`src/rtl/ser2par_frame_16_if.sv`:
```
// Handshake bundle between the serial frame source and the 16-bit load latch front end.
// The master side drives the serial stream. The slave side returns the word and status.
interface ser2par_frame_16_if #(
  parameter int WIDTH = 16
);
  logic             start;
  logic             sdata;
  logic             svalid;
  logic [WIDTH-1:0] pdata;
  logic             load;
  logic             busy;
  logic             frame_err;

  modport master (
    output start, sdata, svalid,
    input  pdata, load, busy, frame_err
  );

  modport slave (
    input  start, sdata, svalid,
    output pdata, load, busy, frame_err
  );
endinterface

```
`src/rtl/ser2par_frame_16.sv`:
```
// Serial-to-parallel framer. It assembles WIDTH framed bits and then presents them to a latch.
// The word is stable for one full cycle before a registered load strobe rises.
module ser2par_frame_16 #(
  parameter int WIDTH       = 16,
  parameter bit MSB_FIRST   = 1'b1,
  parameter int LOAD_CYCLES = 2,
  parameter int TIMEOUT     = 64
) (
  input  logic               clk_i,
  input  logic               rst_i,
  ser2par_frame_16_if.slave  bus
);

  localparam int BIT_W  = $clog2(WIDTH + 1);
  localparam int IDLE_W = $clog2(TIMEOUT + 1);
  localparam int LOAD_W = (LOAD_CYCLES > 1) ? $clog2(LOAD_CYCLES) : 1;

  localparam logic [BIT_W-1:0]  LAST_BIT  = BIT_W'(WIDTH - 1);
  localparam logic [IDLE_W-1:0] LAST_IDLE = IDLE_W'(TIMEOUT - 1);
  localparam logic [LOAD_W-1:0] LAST_LOAD = LOAD_W'(LOAD_CYCLES - 1);

  typedef enum logic [1:0] {
    IDLE,
    SHIFT,
    SETUP,
    LOAD
  } state_e;

  state_e             state_q,    state_d;
  logic [WIDTH-1:0]   shift_q,    shift_d;
  logic [BIT_W-1:0]   bitCnt_q,   bitCnt_d;
  logic [IDLE_W-1:0]  idleCnt_q,  idleCnt_d;
  logic [LOAD_W-1:0]  loadCnt_q,  loadCnt_d;
  logic [WIDTH-1:0]   pdata_q,    pdata_d;
  logic               load_q,     load_d;
  logic               frameErr_q, frameErr_d;
  logic [WIDTH-1:0]   shiftIn;

  generate
    if (MSB_FIRST) begin : g_msbFirst
      assign shiftIn = {shift_q[WIDTH-2:0], bus.sdata};
    end else begin : g_lsbFirst
      assign shiftIn = {bus.sdata, shift_q[WIDTH-1:1]};
    end
  endgenerate

  always_ff @(posedge clk_i) begin
    if (rst_i) begin
      state_q    <= IDLE;
      shift_q    <= '0;
      bitCnt_q   <= '0;
      idleCnt_q  <= '0;
      loadCnt_q  <= '0;
      pdata_q    <= '0;
      load_q     <= 1'b0;
      frameErr_q <= 1'b0;
    end else begin
      state_q    <= state_d;
      shift_q    <= shift_d;
      bitCnt_q   <= bitCnt_d;
      idleCnt_q  <= idleCnt_d;
      loadCnt_q  <= loadCnt_d;
      pdata_q    <= pdata_d;
      load_q     <= load_d;
      frameErr_q <= frameErr_d;
    end
  end

  // In SHIFT, start outranks svalid. The bit that is on sdata during a restart is dropped.
  always_comb begin
    state_d    = state_q;
    shift_d    = shift_q;
    bitCnt_d   = bitCnt_q;
    idleCnt_d  = idleCnt_q;
    loadCnt_d  = loadCnt_q;
    pdata_d    = pdata_q;
    frameErr_d = 1'b0;

    case (state_q)
      IDLE: begin
        if (bus.start) begin
          state_d   = SHIFT;
          shift_d   = '0;
          bitCnt_d  = '0;
          idleCnt_d = '0;
        end
      end

      SHIFT: begin
        if (bus.start) begin
          frameErr_d = 1'b1;
          shift_d    = '0;
          bitCnt_d   = '0;
          idleCnt_d  = '0;
        end else if (bus.svalid) begin
          shift_d   = shiftIn;
          bitCnt_d  = bitCnt_q + BIT_W'(1);
          idleCnt_d = '0;
          if (bitCnt_q == LAST_BIT) begin
            state_d = SETUP;
            pdata_d = shiftIn;
          end
        end else begin
          idleCnt_d = idleCnt_q + IDLE_W'(1);
          if (idleCnt_q == LAST_IDLE) begin
            state_d    = IDLE;
            frameErr_d = 1'b1;
          end
        end
      end

      SETUP: begin
        frameErr_d = bus.start;
        state_d    = LOAD;
        loadCnt_d  = '0;
      end

      LOAD: begin
        frameErr_d = bus.start;
        if (loadCnt_q == LAST_LOAD) begin
          state_d = IDLE;
        end else begin
          loadCnt_d = loadCnt_q + LOAD_W'(1);
        end
      end

      default: begin
        state_d = IDLE;
      end
    endcase
  end

  // Load comes from a flop because the downstream latch treats it as a clock.
  assign load_d = (state_d == LOAD);

  assign bus.pdata     = pdata_q;
  assign bus.load      = load_q;
  assign bus.busy      = (state_q != IDLE);
  assign bus.frame_err = frameErr_q;

endmodule
```
`src/flat_wrapper.sv`:
```
// flat-port wrapper written by rule: the top's interface ports become plain ports
module ser2par_frame_16_flat 
#(
  parameter int WIDTH       = 16,
  parameter bit MSB_FIRST   = 1'b1,
  parameter int LOAD_CYCLES = 2,
  parameter int TIMEOUT     = 64
)
  (clk_i, rst_i, bus_start, bus_sdata, bus_svalid, bus_pdata, bus_load, bus_busy, bus_frame_err);
  ser2par_frame_16_if #(.WIDTH(WIDTH)) bus_i ();
  input  logic clk_i;
  input  logic rst_i;
  input wire logic [$bits(bus_i.start)-1:0] bus_start;
  input wire logic [$bits(bus_i.sdata)-1:0] bus_sdata;
  input wire logic [$bits(bus_i.svalid)-1:0] bus_svalid;
  output wire logic [$bits(bus_i.pdata)-1:0] bus_pdata;
  output wire logic [$bits(bus_i.load)-1:0] bus_load;
  output wire logic [$bits(bus_i.busy)-1:0] bus_busy;
  output wire logic [$bits(bus_i.frame_err)-1:0] bus_frame_err;
  assign bus_i.start = bus_start;
  assign bus_i.sdata = bus_sdata;
  assign bus_i.svalid = bus_svalid;
  assign bus_pdata = bus_i.pdata;
  assign bus_load = bus_i.load;
  assign bus_busy = bus_i.busy;
  assign bus_frame_err = bus_i.frame_err;
  ser2par_frame_16 #(.WIDTH(WIDTH), .MSB_FIRST(MSB_FIRST), .LOAD_CYCLES(LOAD_CYCLES), .TIMEOUT(TIMEOUT)) u_core (.clk_i(clk_i), .rst_i(rst_i), .bus(bus_i));
endmodule
```
`config.mk`:
```
export PLATFORM = sky130hd
export DESIGN_NAME = ser2par_frame_16_flat
export DESIGN_NICKNAME = d
export VERILOG_FILES = /design/src/rtl/ser2par_frame_16_if.sv /design/src/rtl/ser2par_frame_16.sv /design/src/flat_wrapper.sv
export SDC_FILE = /design/constraint.sdc
export NUM_CORES = 1
export LEC_CHECK = 0
export ABC_CLOCK_PERIOD_IN_PS = 2400
export CAP_MARGIN = 20
export CORE_UTILIZATION = 54
export DETAILED_ROUTE_END_ITERATION = 12
export MAX_ROUTING_LAYER = met4
export PLACE_DENSITY = 0.82
export SLEW_MARGIN = 40
export SYNTH_ARGS = -nofsm -noshare
export SYNTH_HDL_FRONTEND = slang
export SYNTH_SLANG_ARGS = --single-unit
```
`constraint.sdc`:
```
create_clock -name clk_i -period 2.4 [get_ports clk_i]
set_input_delay 0.48 -clock clk_i [delete_from_list [all_inputs] [get_ports clk_i]]
set_output_delay 0.48 -clock clk_i [all_outputs]
set_load 0.03 [all_outputs]
```
==> impl_results.md, run 1 <==
* TritonCTS Buffers at 5
* CTS clk-pin slew, worst paths at 0.14 ns
* Critical path launch point type: flip-flop
* Post-layout minimum cycle time at 1.978 ns
* RD Place Congestion at 0.8183
* IR Drop Worst-Case VDD at 445.6 uV
* Core footprint at 3390 um2
* First-pass GRT wire length at 6368 um
* Worst R2R Path Depth at 6
* Die area at 3852 um2
* FF+latch count, synth at 48
* Post-synthesis instance area at 1948 um2
* Initial DRC count at 95
* PD cells at 557.0 nW/um2
* Largest area contributor in the netlist: dfxtp_1
* Synth Warn # at 0
* Syn Nets at 214
* DRC Markers at 0
* Fin nets at 239
* Hold slack final at 0.4824 ns
* CP Class: reg2out
* Layout cells sized above 1 at 0.1466
* Die Ht at 62.07 um
* Maxcap violations at 0
* Most area-consuming cells after synthesis: dfxtp_1, a21oi_1, o21ai_0
* Area Growth Syn to Fin at 18.18%
* Final Cell Area at 2302 um2
* Required @ worst endpoint at 1.92 ns
* Iteration count of the initial detailed-routing pass at 4
* Hold Path Depth at 2
* Worst Setup End Kind: primary output
* Max frequency at 505.6 MHz
* Initial antenna violation count at 0
* Total global routing track utilization at 0.2316
* Max Transition Viols Final at 0
* Number of hold-repair buffers added at the cts stage at 0
* Slew margin rel. at 0.5793
* Fin crit share at 0.8241
* Detailed Place HPWL at 2679 um
* Resized cells post-CTS at 0
* Mapped Cells at 206
* Post-CTS Setup Bufs at 0
* H-tree depth at 2
* Mean area per synthesized cell at 9.457 um2
* Clock Latency Late Sink at 0.37 ns
* Hold Violations, Final at 0
* Vias in the first global route at 1413
* Yosys cell types at 41
* Largest net degree at the start of global routing at 18
* CP Max Fanout at 2
* GRT overflow at 0
* Routed wire per std cell at 13.87 um
* I/O pin cnt at 24
* Worst Max-Slew Pin Slew at 0.6297 ns
* N_diodes at 0
* Post-synth top area share at 0.4933
* Port bufs at 23
* Final WL at 3857 um
* Setup TNS at 0 ns
* Critical path data arrival time at 1.50 ns
* Pleak at 0.0008128 uW
* Number of cell rows at 21
* Root Buffer: clkbuf_4
* Vias at 1608
* Final setup viols at 0
* Vias per inst at 5.784
* Skew final at 0.006805 ns
* Clock sink count at 48
* Initial core utilization at 0.5748
* Status: finished, final reports clean
* Final core occ at 0.6792
* Placed Area at 2241 um2
* Die width at 62.07 um
* RSZ-0062 raised after global routing: no
* Slack of the critical path at 0.4222 ns
* Clock buffer depth at 2
* CTS tree: built
* ANT nets after route at 0
* Setup WS pre-CTS at 0.3429 ns
* Hold Path Class: reg2reg
* Post-synthesis sequential area ratio at 0.4933
==> registers in the layout (all words and copies together) (netlist names) <==
| signal | flops |
|---|---|
| u_core.bus.load | 1 |
| u_core.idleCnt_q | 7 |
| u_core.state_q | 2 |
| u_core.shift_q | 15 |
| u_core.loadCnt_q | 1 |
| u_core.bus.frame_err | 1 |
| u_core.bitCnt_q | 5 |
| u_core.bus.pdata | 16 |
==> layout make-up <==
| class | instances | area, um2 |
|---|---|---|
| Timing Repair Buffer | 35 | 332.8 |
| Clock buffer | 6 | 51.30 |
| Inverter | 7 | 26.28 |
| Sequential cell | 48 | 960.9 |
| Clock inverter | 2 | 10.01 |
| Fill cell | 275 | 1087 |
| Multi-Input combinational cell | 134 | 863.3 |
| Tap cell | 46 | 57.56 |
==> worst max-delay path: stages, from the launching register on <==
cell and delay [ns]:
dfxtp_1 0.36, nor2_1 0.06, inv_1 0.05, clkdlybuf4s50_1 0.65
==> layout by cell type (no fill, tap or decap), types with 2 or more instances in the layout <==
cell type,netlist,routed
a31oi_1,4,4
clkbuf_4,0,5
a21oi_1,23,23
buf_4,1,11
inv_1,7,7
nand3_1,19,19
nand4b_1,2,2
o21ai_0,21,21
ha_1,3,3
a22o_1,7,7
nor3_1,4,4
dfxtp_1,48,48
o22ai_1,2,2
clkinv_2,0,2
clkdlybuf4s50_1,0,23
nor2_1,5,5
or3_1,2,2
nand2_1,6,6
o211ai_1,2,2
a22o_2,10,10
and2_1,2,2
and3_1,3,3
==> cell usage after synthesis (all sizes together) <==
library cell / count
a2111oi: 1
a211o: 1
a21oi: 23
a22o: 17
a31oi: 4
a32oi: 1
a41oi: 1
and2: 2
and3: 3
buf: 10
clkbuf: 7
dfxtp: 48
ha: 3
inv: 7
mux2i: 1
nand2: 6
nand2b: 1
nand3: 19
nand4: 1
nand4b: 2
nor2: 5
nor3: 5
nor3b: 1
nor4b: 1
nor4bb: 1
o211ai: 2
o21a: 1
o21ai: 21
o21bai: 1
o22ai: 2
o31ai: 1
or2: 1
or3: 2
or3b: 1
or4: 1
xnor2: 1
xor2: 1
==> stage by stage <==
step	total power (uW)	instances
2_1_floorplan	875.8	206
3_3_place_gp	903.1	270
3_5_place_dp	905.3	270
4_1_cts	1288	278
5_1_grt	1328	278
6_report	1282	278
==> cell families after synthesis <==
family / Yosys count / share of synthesized area
compound gates: 76 / 0.2556
xor+xnor: 2 / 0.008993
simple gates: 52 / 0.1542
flops: 48 / 0.4933
mux: 1 / 0.005138
buf+inv: 24 / 0.06359
fa+ha+maj: 3 / 0.01927
==> layer usage <==
layer	track usage	share of wire	vias up
met2	0.3465	0.46	26
li1	-	-	810
met3	0.04348	0.032	9
met1	0.3109	0.49	763
met5	-	0	-
met4	0.08571	0.018	0
==> power by group <==
group / switching, uW / internal [uW]
clock network: 256 / 140
registers: 3.15 / 801
logic: 52.1 / 31.0
total: 311 / 971
==> worst paths after layout <==
path / from / to / slack [ns]
min: u_core.bus.pdata[13]$_SDFFE_PP0P_ / u_core.bus.pdata[13]$_SDFFE_PP0P_ / 0.48
max: u_core.state_q[1]$_SDFF_PP0_ / bus_busy / 0.42
min reg2reg: u_core.bus.pdata[13]$_SDFFE_PP0P_ / u_core.bus.pdata[13]$_SDFFE_PP0P_ / 0.48
max reg2reg: u_core.bitCnt_q[0]$_SDFFE_PP0P_ / u_core.bus.load$_SDFF_PP0_ / 0.53
Note: power is estimated with default switching activity, not from simulation.
==> run 2, diff against run 1 <==
Settings changed: ABC_CLOCK_PERIOD_IN_PS 2400 to 1630, CORE_UTILIZATION 54 to 49, PLACE_DENSITY 0.82 to 0.78.
Clock period 2.4 ns to 1.63 ns, I/O delays scaled along.
==> impl_results.md, run 2 (synthesis gave the netlist of run 1 again) <==
* Maxcap violations at 0 (unchanged)
* Total global routing track utilization at 0.2520 (+0.02040)
* Hold Path Depth at 1 (-1)
* Skew final at 0.007429 ns (+0.0006237 ns)
* CP Class: reg2reg
* Initial core utilization at 0.5204 (-0.05436)
* Critical path launch point type: flip-flop
* Vias per inst at 5.814 (+0.52%)
* Worst Setup End Kind: flip-flop
* Number of cell rows at 22 (+4.8%)
* Critical path data arrival time at 1.83 ns (+0.33 ns)
* RSZ-0062 raised after global routing: yes
* Hold Path Class: reg2reg
* Top Family by Delay on Critical Path: compound AO/OA/AOI/OAI gates
* Max frequency at 617.0 MHz
* Crit-path cells: ha_4, and3_4, ha_4, and2_4, a211o_1, a2111oi_4
* Final WL at 4617 um (+20%)
* PD cells at 874.9 nW/um2 (+57%)
* Layout cells sized above 1 at 0.2298 (+0.08329)
* Pleak at 0.001059 uW (+30%)
* Die width at 65.06 um (+4.8%)
* Max Transition Viols Final at 0 (unchanged)
* Largest stage delay, worst path at 0.35 ns (-0.30 ns)
* Slew margin rel. at 0.6912 (+0.1119)
* Final core occ at 0.6788 (about the same)
* Status: finished, final reports clean
* Hold Violations, Final at 0 (unchanged)
* Detailed Place HPWL at 3131 um (+17%)
* Largest net degree at the start of global routing at 20 (+2)
* Commonest non-fill, non-tap cell in the layout: dfxtp_1
* I/O pin cnt at 24 (unchanged)
* H-tree depth at 2 (unchanged)
* CP Buf/Inv Count at 0 (-2)
* Core footprint at 3744 um2 (+10%)
* CTS clk-pin slew, worst paths at 0.09 ns (-0.05 ns)
* CTS tree: built
* N_diodes at 0 (unchanged)
* Area Growth Syn to Fin at 30.44%
* First-pass GRT wire length at 7969 um (+25%)
* Most frequent cells in the layout: dfxtp_1, buf_4, a21oi_1, o21ai_0, nand3_1
* Fin crit share at 0.9944
* Final setup viols at 0 (unchanged)
* Die area at 4232 um2 (+9.9%)
* CP Max Fanout at 3 (+1)
* IR Drop Worst-Case VDD at 561.3 uV (+26%)
* Root Buffer: clkbuf_8
* CP max-delay cell: dfxtp_2
* Initial DRC count at 123 (+29%)
* Worst Max-Slew Pin Slew at 0.4569 ns (-0.1728 ns)
* TritonCTS Buffers at 5 (unchanged)
* Clock sink count at 48 (unchanged)
* Routed wire per std cell at 15.60 um (+12%)
* DRC Markers at 0 (unchanged)
* GRT overflow at 0 (unchanged)
* Worst R2R Path Depth at 6 (unchanged)
* Fin cells at 296 (+6.5%)
* CP most frequent cell: ha_4
* Fin nets at 255 (+6.7%)
* Vias at 1721 (+7.0%)
* Largest register FFs at 16 (unchanged)
* Fillers at 315 (+15%)
* Die Ht at 65.06 um (+4.8%)
* Post-layout minimum cycle time at 1.621 ns
* ANT nets after route at 0 (unchanged)
* Port bufs at 23 (unchanged)
* Required @ worst endpoint at 1.84 ns (-0.08 ns)
* Critical Path Stages at 6 (+3)
* Clock buffer depth at 2 (unchanged)
* Vias in the first global route at 1726 (+22%)
* RD Place Congestion at 0.8544 (+4.4%)
* Initial antenna violation count at 0 (unchanged)
* Clock Latency Late Sink at 0.30 ns (-0.07 ns)
* Iteration count of the initial detailed-routing pass at 4 (unchanged)
* Cells after DPL at 288 (+6.7%)
## run 2: metal layers
layer  wire, um  up-vias  GRT usage
li1           -      839          -
met1       2003      832     0.2992
met2       2361       40     0.4245
met3        170       10    0.05282
met4         82        0    0.08152
met5          0        -          -
## run 2: cell type report
cell class	instances	area, um2	share of cell area
Multi-Input combinational cell	134	908.4	0.3575
Timing Repair Buffer	51	467.9	0.1841
Tap cell	48	60.06	0.02363
Inverter	7	26.28	0.01034
Clock inverter	3	46.29	0.01822
Clock buffer	5	68.82	0.02708
Sequential cell	48	963.4	0.3791
## run 2: repair_timing
| item | in CTS | in global routing |
|---|---|---|
| buffers inserted | 0 | 0 |
| gates cloned | 0 | 0 |
| gates resized for setup | 14 | 5 |
| hold buffers | 0 | 0 |
| setup endpoints to repair | 14 | 5 |
## run 2: worst paths after layout
path                                     from                               end  slack [ns]
min          u_core.idleCnt_q[6]$_SDFFE_PP0P_  u_core.idleCnt_q[6]$_SDFFE_PP0P_        0.47
max reg2reg   u_core.bitCnt_q[1]$_SDFFE_PP0P_        u_core.bus.load$_SDFF_PP0_       0.009
min reg2reg  u_core.idleCnt_q[6]$_SDFFE_PP0P_  u_core.idleCnt_q[6]$_SDFFE_PP0P_        0.47
max           u_core.bitCnt_q[1]$_SDFFE_PP0P_        u_core.bus.load$_SDFF_PP0_       0.009
## run 2: through the flow
step	total power, uW	setup TNS, ns	setup WS (ns)	hold WS [ns]	area [um2]
floorplan	1290	-0.02315	-0.02315	0.4244	1989
global placement	1362	-4.662	-0.1477	0.4458	2421
detailed placement	1365	-5.316	-0.1824	0.4508	2421
CTS	2228	0	0.002022	0.4739	2519
global route	2309	-0.05475	-0.05475	0.5040	2541
finish	2223	0	0.009172	0.4719	2541
## run 2: report_power, final
| group | internal, uW | switching (uW) |
|---|---|---|
| registers | 1180 | 4.82 |
| logic | 70.7 | 89.2 |
| clock network | 462 | 419 |
| total | 1710 | 513 |
==> edit 1, RTL diff (flow settings as in run 1) <==
Re-encode `state_e` (4 states) as one-hot, 4 bits wide.
--- a/src/rtl/ser2par_frame_16.sv
+++ b/src/rtl/ser2par_frame_16.sv
@@ -20,9 +20,9 @@
   localparam logic [LOAD_W-1:0] LAST_LOAD = LOAD_W'(LOAD_CYCLES - 1);
 
-  typedef enum logic [1:0] {
-    IDLE,
-    SHIFT,
-    SETUP,
-    LOAD
+  typedef enum logic [3:0] {
+    IDLE  = 4'b0001,
+    SHIFT = 4'b0010,
+    SETUP = 4'b0100,
+    LOAD  = 4'b1000
   } state_e;
 
Function: no difference found for any inputs over 10 cycles, from zero or initial values and one cycle with rst_i high; not proved beyond that.
==> edit 1 against run 1 <==
Total power up 17%; sequential cell count up 2; wire length up 22%; cell area up 8.1%; critical endpoint unchanged; synthesized area up 9.5%; non-clock buffer count down 3; setup slack worse by 0.24 ns; hold slack worse by 0.0021 ns.
==> edit 1: results (changes against run 1) <==
routedWlPerCell_um: 15.6  # +13%
grt_max_degree: 38  # +20
nNetsFinal: 259  # +8.4%
cp.arrival_ns: 1.74  # +0.24 ns
cp_max_fo: 13  # +11
grt_pass1_vias: 1636  # +16%
root_buffer: "clkbuf_8"
fin_skew_ns: 0.00925  # +0.00245 ns
reg2reg_slack_ns: 0.35  # -0.18 ns
hpwl_um: 2930  # +9.5%
gp_congestion: 0.836  # +2.1%
max_slew_margin: 0.584  # +0.00431
pg_comb_mw: 0.117  # +41%
vias: 1848  # +15%
total_leakage_power_nw: 0.840  # +3.3%
drive_gt1_frac: 0.0992  # -0.0473
n_fill_cell: 311  # +13%
r2r_end: "u_core.bus.pdata[9]$_SDFFE_PP0P_"
clkTransAtPathRegs_ns: 0.10  # -0.04 ns
synth_cell_types: 46  # +12%
reg2regPathDepth: 4  # -2
hold_start: "u_core.idleCnt_q[6]$_SDFFE_PP0P_"
holdPathStages: 1  # -1
hold_end: "u_core.idleCnt_q[6]$_SDFFE_PP0P_"
outcome: "finished, final reports clean"
seq-power_mw: 0.835  # +3.9%
netlist_top_cells_count: "50 x dfxtp_1, 26 x a21oi_1, 18 x o21ai_0"
track_usage: 0.250  # +0.0179
drt_iter0_markers: 147  # +55%
clk_latency_ns: 0.32  # -0.05 ns
syn_nets: 240  # +12%
edit 1: changes by cell type in the layout (fill, tap and decap cells not counted), sizes merged, moves of 3 or more:
cell	before	now
o31ai	1	4
nand4	1	17
a211oi	0	3
nand3	19	5
buf	12	9
a21oi	23	27
nor4	0	3
nor2	5	14
nand3b	0	3
edit 1: cell type report:
| cell class | count | area share |
|---|---|---|
| multi-input cells | 157 | 0.407 |
| clock buffers | 5 | 0.0277 |
| repair buffers | 32 | 0.120 |
| well taps | 48 | 0.0241 |
| clock inverters | 3 | 0.0116 |
| flip-flops and latches | 50 | 0.402 |
| inverters | 5 | 0.00754 |
edit 1: kinds of logic (layout without fill, tap and decap cells):
group,count (synthesis),after routing,synth area share
AOI/OAI and AO/OA,83,83,0.250
xor gates and xnor gates,1,1,0.00411
adders and majority gates,3,3,0.0176
DFF,50,50,0.469
muxes,1,1,0.00469
and+or+nand+nor,69,69,0.198
buffers and inverters,25,45,0.0557
edit 1: worst max-delay path, cell delays in order (launching register included):
cell	delay, ns
dfxtp_1	0.56
nor2_1	0.10
nand3b_1	0.10
clkdlybuf4s50_1	0.66
edit 1: layer usage:
| layer | track usage | wire length, µm |
|---|---|---|
| met3 | 0.0423 | 216 |
| met1 | 0.322 | 2280 |
| met4 | 0.108 | 46 |
| met2 | 0.383 | 2150 |
| met5 | - | 0 |
edit 1: per-stage QoR:
stage	power, mW	hold WS (ns)	cells	utilization	setup WS [ns]
after floorplan	0.931	0.432	232	-	0.574
after global placement	0.968	0.455	292	0.643	0.206
after detailed placement	0.969	0.466	292	0.643	0.139
after CTS	1.49	0.483	300	0.670	0.175
after global routing	1.54	0.504	300	0.670	0.0801
final	1.49	0.480	300	0.670	0.183
==> edit 2, RTL diff (config.mk and constraints of run 1) <==
Made on the original files. `TIMEOUT` is set to 64 in 2 places; all go to 32.
--- a/src/rtl/ser2par_frame_16.sv
+++ b/src/rtl/ser2par_frame_16.sv
@@ -5,5 +5,5 @@
   parameter bit MSB_FIRST   = 1'b1,
   parameter int LOAD_CYCLES = 2,
-  parameter int TIMEOUT     = 64
+  parameter int TIMEOUT     = 32
 ) (
   input  logic               clk_i,
--- a/src/flat_wrapper.sv
+++ b/src/flat_wrapper.sv
@@ -5,5 +5,5 @@
   parameter bit MSB_FIRST   = 1'b1,
   parameter int LOAD_CYCLES = 2,
-  parameter int TIMEOUT     = 64
+  parameter int TIMEOUT     = 32
 )
   (clk_i, rst_i, bus_start, bus_sdata, bus_svalid, bus_pdata, bus_load, bus_busy, bus_frame_err);
Check against the original RTL: same outputs for any inputs over 10 cycles, from zero or initial values and one cycle with rst_i high; that may be too few to reach the edited logic, so the function may still have changed.
==> edit 2 against run 1 <==
Count of clock-buffer cells in the layout decreased by 1; clock power decreased by 12%; synthesized area decreased by 4.4%; via count decreased by 5.4%; cell area decreased by 5.8%; sequential cell count decreased by 1; total power decreased by 5.8%; sequential power decreased by 2%; maximum frequency decreased by 4.6%; combinational power decreased by 9.1%; setup slack got worse by 0.096 ns; wire length decreased by 3.7%.
==> edit 2: results (changes against run 1) <==
p_clk_mw: 0.346  # -12%
synthCells: 197  # -4.4%
placed_area_um2: 2120  # -5.5%
placed_cells: 254  # -5.9%
ys_top_cells_by_area: "dfxtp_1 51%, a22o_1 8.5%, a21oi_1 6.2%, o21ai_0 5.9%, nand3_1 5.6%"
fin_setup_tns_ns: 0  # unchanged
post-place-ws_ns: 0.158  # -0.184 ns
portBuffers: 23  # unchanged
track_usage: 0.239  # +0.00786
grt_use_met3: 0.0384  # -0.00510
gp_congestion: 0.769  # -6.0%
n_fill_cell: 279  # +1.5%
total_leakage_power_nw: 0.753  # -7.4%
synth_fa_ha_area_frac: 0.0201  # +0.000880
avgViaCountPerCell: 5.83  # +0.75%
outcome: "finished, final reports clean"
cp.arrival_ns: 1.59  # +0.09 ns
rr_startpoint: "u_core.bitCnt_q[0]$_SDFFE_PP0P_"
fmax_mhz: 482  # -4.6%
ir_drop_v: 0.000298  # -33%
reg2regPathDepth: 6  # unchanged
startpoint: "u_core.state_q[0]$_SDFF_PP0_"
nNetsFinal: 225  # -5.9%
drive_gt1_frac: 0.0922  # -0.0544
synth_mux_area_frac: 0.00537  # +0.000235
hpwl_um: 2530  # -5.6%
instances_no_fill: 261  # -6.1%
grt_max_degree: 25  # +7
wl_um: 3710  # -3.7%
wl_met1_um: 1760  # -7.6%
yosysSeqAreaShare: 0.505  # +0.0118
netlist_top_cells_count: "47 x dfxtp_1, 23 x a21oi_1, 22 x o21ai_0"
dr_wl_met2_um: 1730  # -1.5%
comb_power_share: 0.062  # -0.003
grt_pass1_vias: 1334  # -5.6%
clkTransAtPathRegs_ns: 0.13
grt_use_met2: 0.350  # +0.00357
drt_iter0_markers: 101  # +6.3%
globalRouteMet1Util: 0.326  # +0.0153
max_slew_margin: 0.621  # +0.0417
synth_async_sr_flop_share: 0  # unchanged
wl_met3_um: 190  # +54%
fin_skew_ns: 0.0117  # +0.00491 ns
synth_xor_area_frac: 0.00940  # +0.000411
synth_cell_types: 37  # -9.8%
reg2reg_slack_ns: 0.57  # +0.04 ns
swShare: 0.238  # -0.00437
clk_latency_ns: 0.36
synth_top_flop_cell: "dfxtp_1"
internal-power_mw: 0.921  # -5.2%
synth_compound_area_frac: 0.253  # -0.00310
syn_nets: 205  # -4.2%
grt_pass1_wl_um: 6210  # -2.5%
==> edit 2: cell types whose count changed after synthesis, moves of 3 or more <==
cell	run 1	this run
buf_2	6	3
nand2_1	6	9
a22o_1	7	18
a22o_2	10	0
nor3_1	4	1
==> edit 2: kinds of logic (layout without fill, tap and decap cells) <==
family / Yosys count / count (layout)
buf+inv: 22 / 42
compound gates: 74 / 74
flops: 47 / 47
fa+ha+maj: 3 / 3
mux: 1 / 1
simple gates: 48 / 48
xor+xnor: 2 / 2
==> edit 2: layout make-up <==
class	instances	area, µm²	area share
flip-flops and latches	47	941	0.434
repair buffers	30	295	0.136
inverters	5	18.8	0.00866
clock inverters	2	13.8	0.00635
multi-input cells	128	807	0.372
clock buffers	5	37.5	0.0173
well taps	44	55.1	0.0254
==> edit 2: critical path, cell delays in order (launching register included) <==
cell,delay (ns)
dfxtp_1,0.34
or2_2,0.30
clkdlybuf4s50_1,0.60
==> edit 2: worst min path at each step <==
stage | start | endpoint | slack (ns) | cells after the start
CTS | u_core.bus.pdata[6]$_SDFFE_PP0P_ | u_core.bus.pdata[6]$_SDFFE_PP0P_ | 0.49 | 2
floorplan | u_core.shift_q[14]$_SDFFE_PP0P_ | u_core.bus.pdata[15]$_SDFFE_PP0P_ | 0.44 | 2
detailed placement | u_core.bus.pdata[5]$_SDFFE_PP0P_ | u_core.bus.pdata[5]$_SDFFE_PP0P_ | 0.47 | 2
global placement | u_core.bus.pdata[7]$_SDFFE_PP0P_ | u_core.bus.pdata[7]$_SDFFE_PP0P_ | 0.46 | 2
finish | u_core.shift_q[14]$_SDFFE_PP0P_ | u_core.bus.pdata[15]$_SDFFE_PP0P_ | 0.49 | 2
global route | u_core.bus.pdata[6]$_SDFFE_PP0P_ | u_core.bus.pdata[6]$_SDFFE_PP0P_ | 0.52 | 2
